`config.mk`:
```
export PLATFORM = sky130hd
export DESIGN_NAME = spi_ram_arbiter
export DESIGN_NICKNAME = d
export VERILOG_FILES = /design/src/rtl/spi_arb_pkg.sv /design/src/rtl/arb_watchdog.sv /design/src/rtl/spi_ram_arbiter.sv
export SDC_FILE = /design/constraint.sdc
export NUM_CORES = 1
export LEC_CHECK = 0
export ABC_CLOCK_PERIOD_IN_PS = 1700
export CORE_UTILIZATION = 41
export DETAILED_ROUTE_END_ITERATION = 16
export GPL_TIMING_DRIVEN = 0
export PLACE_DENSITY = 0.81
export SLEW_MARGIN = 20
export SYNTH_ARGS = -nofsm -noshare
export SYNTH_HDL_FRONTEND = slang
export SYNTH_SLANG_ARGS = --single-unit
```
`constraint.sdc`:
```
create_clock -name clk -period 1.7 [get_ports clk]
set_input_delay 0.17 -clock clk [delete_from_list [all_inputs] [get_ports clk]]
set_output_delay 0.17 -clock clk [all_outputs]
set_load 0.05 [all_outputs]
```
`src/rtl/spi_arb_pkg.sv`:
```
// Shared types and constants for the two-master SPI RAM arbiter.
package spi_arb_pkg;

    localparam int   DATA_W = 32;
    localparam logic M0     = 1'b0;
    localparam logic M1     = 1'b1;

    typedef enum logic [2:0] {
        IDLE   = 3'd0,
        ISSUE  = 3'd1,
        SETTLE = 3'd2,
        WAIT   = 3'd3,
        DONE   = 3'd4
    } arb_state_e;

    // Round-robin choice: a lone request wins, contention goes to the master not served last.
    function automatic logic rr_pick(input logic req0, input logic req1, input logic last);
        logic pick;
        if (req0 && req1) begin
            pick = ~last;
        end else if (req1) begin
            pick = M1;
        end else begin
            pick = M0;
        end
        return pick;
    endfunction

endpackage

```
`src/rtl/arb_watchdog.sv`:
```
// Saturating busy-wait counter; flags expiry on the cycle its count reaches TIMEOUT.
module arb_watchdog #(
    parameter int TIMEOUT = 1023
) (
    input  logic clk,
    input  logic reset,
    input  logic clear,
    input  logic en,
    output logic expired
);
    localparam int CNT_W = $clog2(TIMEOUT + 1);

    logic [CNT_W-1:0] r_count;

    // Count enabled cycles, holding at TIMEOUT instead of wrapping.
    always_ff @(posedge clk) begin
        if (reset || clear) begin
            r_count <= '0;
        end else if (en && (r_count < CNT_W'(TIMEOUT))) begin
            r_count <= r_count + CNT_W'(1);
        end
    end

    // This enabled cycle is the one that brings the count up to TIMEOUT.
    assign expired = en && (r_count >= CNT_W'(TIMEOUT - 1));

endmodule

```
`src/rtl/spi_ram_arbiter.sv`:
```
// Round-robin arbiter sharing one SPI RAM port between the CPU (m0) and a secondary master (m1).
module spi_ram_arbiter
    import spi_arb_pkg::*;
#(
    parameter int ADDR_W  = 20,
    parameter int TIMEOUT = 1023
) (
    input  logic              clk,
    input  logic              reset,
    input  logic              m0_req,
    input  logic              m0_wr,
    input  logic [ADDR_W-1:0] m0_addr,
    input  logic [DATA_W-1:0] m0_wdata,
    output logic              m0_ack,
    output logic              m0_err,
    output logic [DATA_W-1:0] m0_rdata,
    input  logic              m1_req,
    input  logic              m1_wr,
    input  logic [ADDR_W-1:0] m1_addr,
    input  logic [DATA_W-1:0] m1_wdata,
    output logic              m1_ack,
    output logic              m1_err,
    output logic [DATA_W-1:0] m1_rdata,
    output logic [ADDR_W-1:0] ram_word_address,
    output logic [DATA_W-1:0] ram_wdata,
    output logic              ram_rd,
    output logic              ram_wr,
    input  logic              ram_rbusy,
    input  logic              ram_wbusy,
    input  logic [DATA_W-1:0] ram_rdata,
    output logic              grant
);
    arb_state_e        r_state;
    logic              r_last_grant;
    logic              r_grant;
    logic              r_wr;
    logic              r_ram_rd;
    logic              r_ram_wr;
    logic              r_m0_ack;
    logic              r_m1_ack;
    logic              r_m0_err;
    logic              r_m1_err;
    logic [DATA_W-1:0] r_m0_rdata;
    logic [DATA_W-1:0] r_m1_rdata;
    logic [DATA_W-1:0] r_wdata;
    logic [ADDR_W-1:0] r_addr;

    logic w_pick;
    logic w_busy;
    logic w_wd_clear;
    logic w_wd_en;
    logic w_wd_expired;

    assign w_pick     = rr_pick(m0_req, m1_req, r_last_grant);
    assign w_busy     = r_wr ? ram_wbusy : ram_rbusy;
    assign w_wd_clear = (r_state == ISSUE);
    assign w_wd_en    = (r_state == WAIT);

    arb_watchdog #(
        .TIMEOUT (TIMEOUT)
    ) u_watchdog (
        .clk     (clk),
        .reset   (reset),
        .clear   (w_wd_clear),
        .en      (w_wd_en),
        .expired (w_wd_expired)
    );

    // Transaction sequencer: grant, strobe, settle, poll busy, acknowledge.
    always_ff @(posedge clk) begin
        if (reset) begin
            r_state      <= IDLE;
            r_last_grant <= M1;
            r_grant      <= M0;
            r_wr         <= 1'b0;
            r_ram_rd     <= 1'b0;
            r_ram_wr     <= 1'b0;
            r_m0_ack     <= 1'b0;
            r_m1_ack     <= 1'b0;
            r_m0_err     <= 1'b0;
            r_m1_err     <= 1'b0;
            r_m0_rdata   <= '0;
            r_m1_rdata   <= '0;
            r_wdata      <= '0;
            r_addr       <= '0;
        end else begin
            r_ram_rd <= 1'b0;
            r_ram_wr <= 1'b0;
            r_m0_ack <= 1'b0;
            r_m1_ack <= 1'b0;
            r_m0_err <= 1'b0;
            r_m1_err <= 1'b0;
            case (r_state)
                IDLE: begin
                    if (m0_req || m1_req) begin
                        r_grant  <= w_pick;
                        r_wr     <= (w_pick == M1) ? m1_wr : m0_wr;
                        r_addr   <= (w_pick == M1) ? m1_addr : m0_addr;
                        r_wdata  <= (w_pick == M1) ? m1_wdata : m0_wdata;
                        r_ram_rd <= (w_pick == M1) ? ~m1_wr : ~m0_wr;
                        r_ram_wr <= (w_pick == M1) ? m1_wr : m0_wr;
                        r_state  <= ISSUE;
                    end
                end
                ISSUE: begin
                    r_state <= SETTLE;
                end
                // Busy is registered inside the RAM, so it is only meaningful from here on.
                SETTLE: begin
                    r_state <= WAIT;
                end
                WAIT: begin
                    if (!w_busy) begin
                        if (!r_wr && (r_grant == M1)) begin
                            r_m1_rdata <= ram_rdata;
                        end else if (!r_wr) begin
                            r_m0_rdata <= ram_rdata;
                        end
                        r_m0_ack <= (r_grant == M0);
                        r_m1_ack <= (r_grant == M1);
                        r_state  <= DONE;
                    end else if (w_wd_expired) begin
                        r_m0_ack <= (r_grant == M0);
                        r_m1_ack <= (r_grant == M1);
                        r_m0_err <= (r_grant == M0);
                        r_m1_err <= (r_grant == M1);
                        r_state  <= DONE;
                    end
                end
                DONE: begin
                    r_last_grant <= r_grant;
                    r_state      <= IDLE;
                end
                default: begin
                    r_state <= IDLE;
                end
            endcase
        end
    end

    assign m0_ack           = r_m0_ack;
    assign m0_err           = r_m0_err;
    assign m0_rdata         = r_m0_rdata;
    assign m1_ack           = r_m1_ack;
    assign m1_err           = r_m1_err;
    assign m1_rdata         = r_m1_rdata;
    assign ram_word_address = r_addr;
    assign ram_wdata        = r_wdata;
    assign ram_rd           = r_ram_rd;
    assign ram_wr           = r_ram_wr;
    assign grant            = r_grant;

endmodule

```
==> impl_metrics.tcl <==
set metrics [dict create \
    status "complete, no violations" \
    finalWirelength_mm 17.0 \
    yosys.area_share.simple_pct 18.1 \
    min_period_ns 1.63 \
    nNetsFinal 1053 \
    via_per_inst 5.02 \
    hp-start "ram_rdata[0]" \
    cts.sinks 138 \
    synth-seq-cells 138 \
    io_buffers 266 \
    setup_viol_count_final 0 \
    pin_count 267 \
    synthesis.area_um2 5580 \
    start_util_pct 42.2 \
    rows 42 \
    cp_max_fo 5 \
    synth_ff_type "dfxtp_1" \
    p_comb_share_pct 22.7 \
    cts_made_buffers 17 \
    crit_type "reg -> reg" \
    power_density_nw_per_um2 1010 \
    overflow 0 \
    design_area_um2 8950 \
    seq_power_share_pct 39.4 \
    synth_compound_area_share_pct 16.5 \
    finalHoldViolCount 0 \
    synth_cell_types 44 \
    rr_startpoint "u_watchdog.r_count[0]" \
    antenna_cells 0 \
    gp_congestion 0.840 \
    grt_max_degree 17 \
    synth_mux_area_share_pct 9.86 \
    fillers 1106 \
    grt_pass1_vias 5272 \
    dpl.hpwl_mm 13.0 \
    drtIter0Drc 295 \
    critPathLaunch "u_watchdog.r_count[0]" \
    total_power_mw 9.05 \
    clkLatencyLatePin_ns 0.42 \
    chipWidth_um 119 \
    stdcell_count 1095 \
    dr.pass1.iters 4 \
    root_buffer "clkbuf_16" \
    cp_data_required_time_ns 2.04 \
    avgSynthCellArea_um2 8.96 \
    final_layout_size_suffix_gt1_share_pct 10.9 \
    wire_per_inst_um 15.6 \
    end_kind "flop" \
    synth_cells 623 \
    multi_input_area_um2 2570 \
    switching_share_pct 30.3 \
    core_area_um2 13200 \
    ys_seq_area_share_pct 49.5 \
    p_sw_mw 2.74 \
    areaGrowthSynthToFinish_pct 60.3 \
    cts_buffer_depth 2 \
    cap_viol_max_count 0 \
    intPower_mw 6.31 \
    hold_slack_ns 0.338 \
    syn-num-nets 769 \
    drc 0 \
    power.share.clock_pct 37.9 \
    vias 5500 \
    drv_slew 0 \
    max_freq_ghz 0.614 \
    synthAdderAreaFrac_pct 0.448 \
    rsz0062_at_grt "true" \
    cts_tree "yes" \
    cts.reportedPaths.clkPinSlew_ns 0.06 \
    synth_edf_count 0 \
    async_reset_ff_share_pct 0 \
    synth_top_family_by_area "simple AND/OR/NAND/NOR gates" \
    ir_worst_vdd_v 0.000679 \
    cts_max_level 4 \
    dieArea_um2 14100 \
    grt_pass1_wl_mm 26.9 \
    hold_path.class "in -> reg" \
    yosysWarnings 0 \
    setup.worst_path.start_class "flop" \
    fin_crit_sh_pct 95.8 \
    power_leakage_nw 3.76 \
    seq_area_um2 2770 \
    synth_xor_xnor_area_share_pct 0.628 \
    worstMarginPinSlew_ns 0.629 \
    critical_path_arrival_ns 1.97 \
    die_h_um 119 \
    ant_nets 0 \
    placed_area_um2 8470 \
    placed_cells 1065 \
    slew_headroom_pct 58.1 \
    antenna_found_initial 0 \
    skew_ns 0.00762 \
    grt_use_total_pct 24.7 \
]
[flip-flops by register name, indices dropped and copies added (netlist names)]
name                cells
m1_rdata               32
m0_rdata               32
r_wr                    1
ram_rd                  1
m1_err                  1
grant                   1
u_watchdog.r_count     10
m0_err                  1
ram_wr                  1
ram_wdata              32
r_state                 3
m0_ack                  1
m1_ack                  1
ram_word_address       20
r_last_grant            1
[kinds of logic (layout without fill, tap and decap cells)]
| group | Yosys count | after routing |
|---|---|---|
| simple gates | 229 | 229 |
| fa+ha+maj | 2 | 2 |
| flops | 138 | 138 |
| mux | 55 | 55 |
| xor+xnor | 4 | 4 |
| compound gates | 140 | 140 |
| buf+inv | 55 | 351 |
[timing repair]
| item | in CTS | in global routing |
|---|---|---|
| resized for setup | 126 | 36 |
| pin swaps | 0 | 2 |
| setup buffers | 0 | 2 |
| hold buffers | 0 | 0 |
| endpoints found under the setup margin | 203 | 118 |
[metrics by stage]
step	utilization (%)	setup slack [ns]	setup TNS, ns
after floorplan	-	0.104	0
after global placement	64.0	-0.575	-40.82
after detailed placement	64.0	-0.648	-44.38
after CTS	67.0	0.00195	0
after global routing	67.6	-0.0211	-0.0415
final	67.6	0.0710	0
[routing by layer]
layer | GRT usage, % | routed length [µm] | vias to the layer above
met5 | 0 | 0 | -
met4 | 11.5 | 433 | 0
met3 | 6.18 | 1320 | 29
met2 | 43.5 | 8610 | 252
met1 | 27.8 | 6660 | 2496
li1 | - | - | 2723
[power groups by stage]
stage / combinational [mW] / clock, mW / sequential [mW]
after CTS: 2.04 / 3.48 / 3.57
after floorplan: 0.576 / 0 / 4.30
after global routing: 2.17 / 3.65 / 3.59
after global placement: 2.15 / 0 / 3.63
after detailed placement: 2.16 / 0 / 3.64
final: 2.05 / 3.43 / 3.57
[placed cells by master, fill, tap and decap left out, drive strengths merged, types with 2 or more instances in the layout]
master         netlist  final
dlygate4sd2          0    123
dfxtp              138    138
o21ai                5      5
nor3b                2      2
clkbuf              18     45
a211oi              54     54
nor2                66     66
inv                  4      4
buf                 33     29
a21boi               2      2
xnor2                4      4
nor3                 6      6
nand3                3      3
a21oi               68     68
nand2              132    132
a31oi                2      2
clkdlybuf4s50        0    143
or4                  2      2
clkinvlp             0      3
mux2i               55     55
clkinv               0      3
nand4                3      3
or3                  3      3
nor4                 5      5
ha                   2      2
[critical path, cell delays in order (launching register included)]
cell	delay [ns]
dfxtp_2	0.34
ha_1	0.21
and3_2	0.24
a211o_1	0.29
or3_1	0.34
a21oi_1	0.13
[synth_stat cells (all sizes together) (2+ instances only)]
master | count | share of area [%]
a211oi | 54 | 7.3
a21boi | 2 | 0.27
a21oi | 68 | 6.8
a31oi | 2 | 0.22
buf | 33 | 3.5
clkbuf | 18 | 1.2
dfxtp | 138 | 49
ha | 2 | 0.45
inv | 4 | 0.27
mux2i | 55 | 9.9
nand2 | 132 | 9.3
nand3 | 3 | 0.27
nand4 | 3 | 0.34
nor2 | 66 | 4.4
nor3 | 6 | 0.54
nor3b | 2 | 0.27
nor4 | 5 | 1.1
o21ai | 5 | 0.45
or3 | 3 | 0.34
or4 | 2 | 0.34
xnor2 | 4 | 0.63
[final timing paths]
check	endpoint	cells past startpoint	slack, ns
worst max-delay path	u_watchdog.r_count[9]	5	0.07
worst min-delay path	m1_rdata[0]	3	0.34
worst max register to register	u_watchdog.r_count[9]	5	0.07
worst min register to register	m0_rdata[24]	2	0.45
[area by class of cell]
class / count / area share [%]
plain buffers: 48 / 3.40
clock buffers: 24 / 5.38
clock inverters: 7 / 0.755
inverters: 4 / 0.168
multi-input cells: 430 / 28.7
flip-flops and latches: 138 / 31.0
well taps: 176 / 2.46
repair buffers: 268 / 28.2
Power figures use the tool's default switching activity.
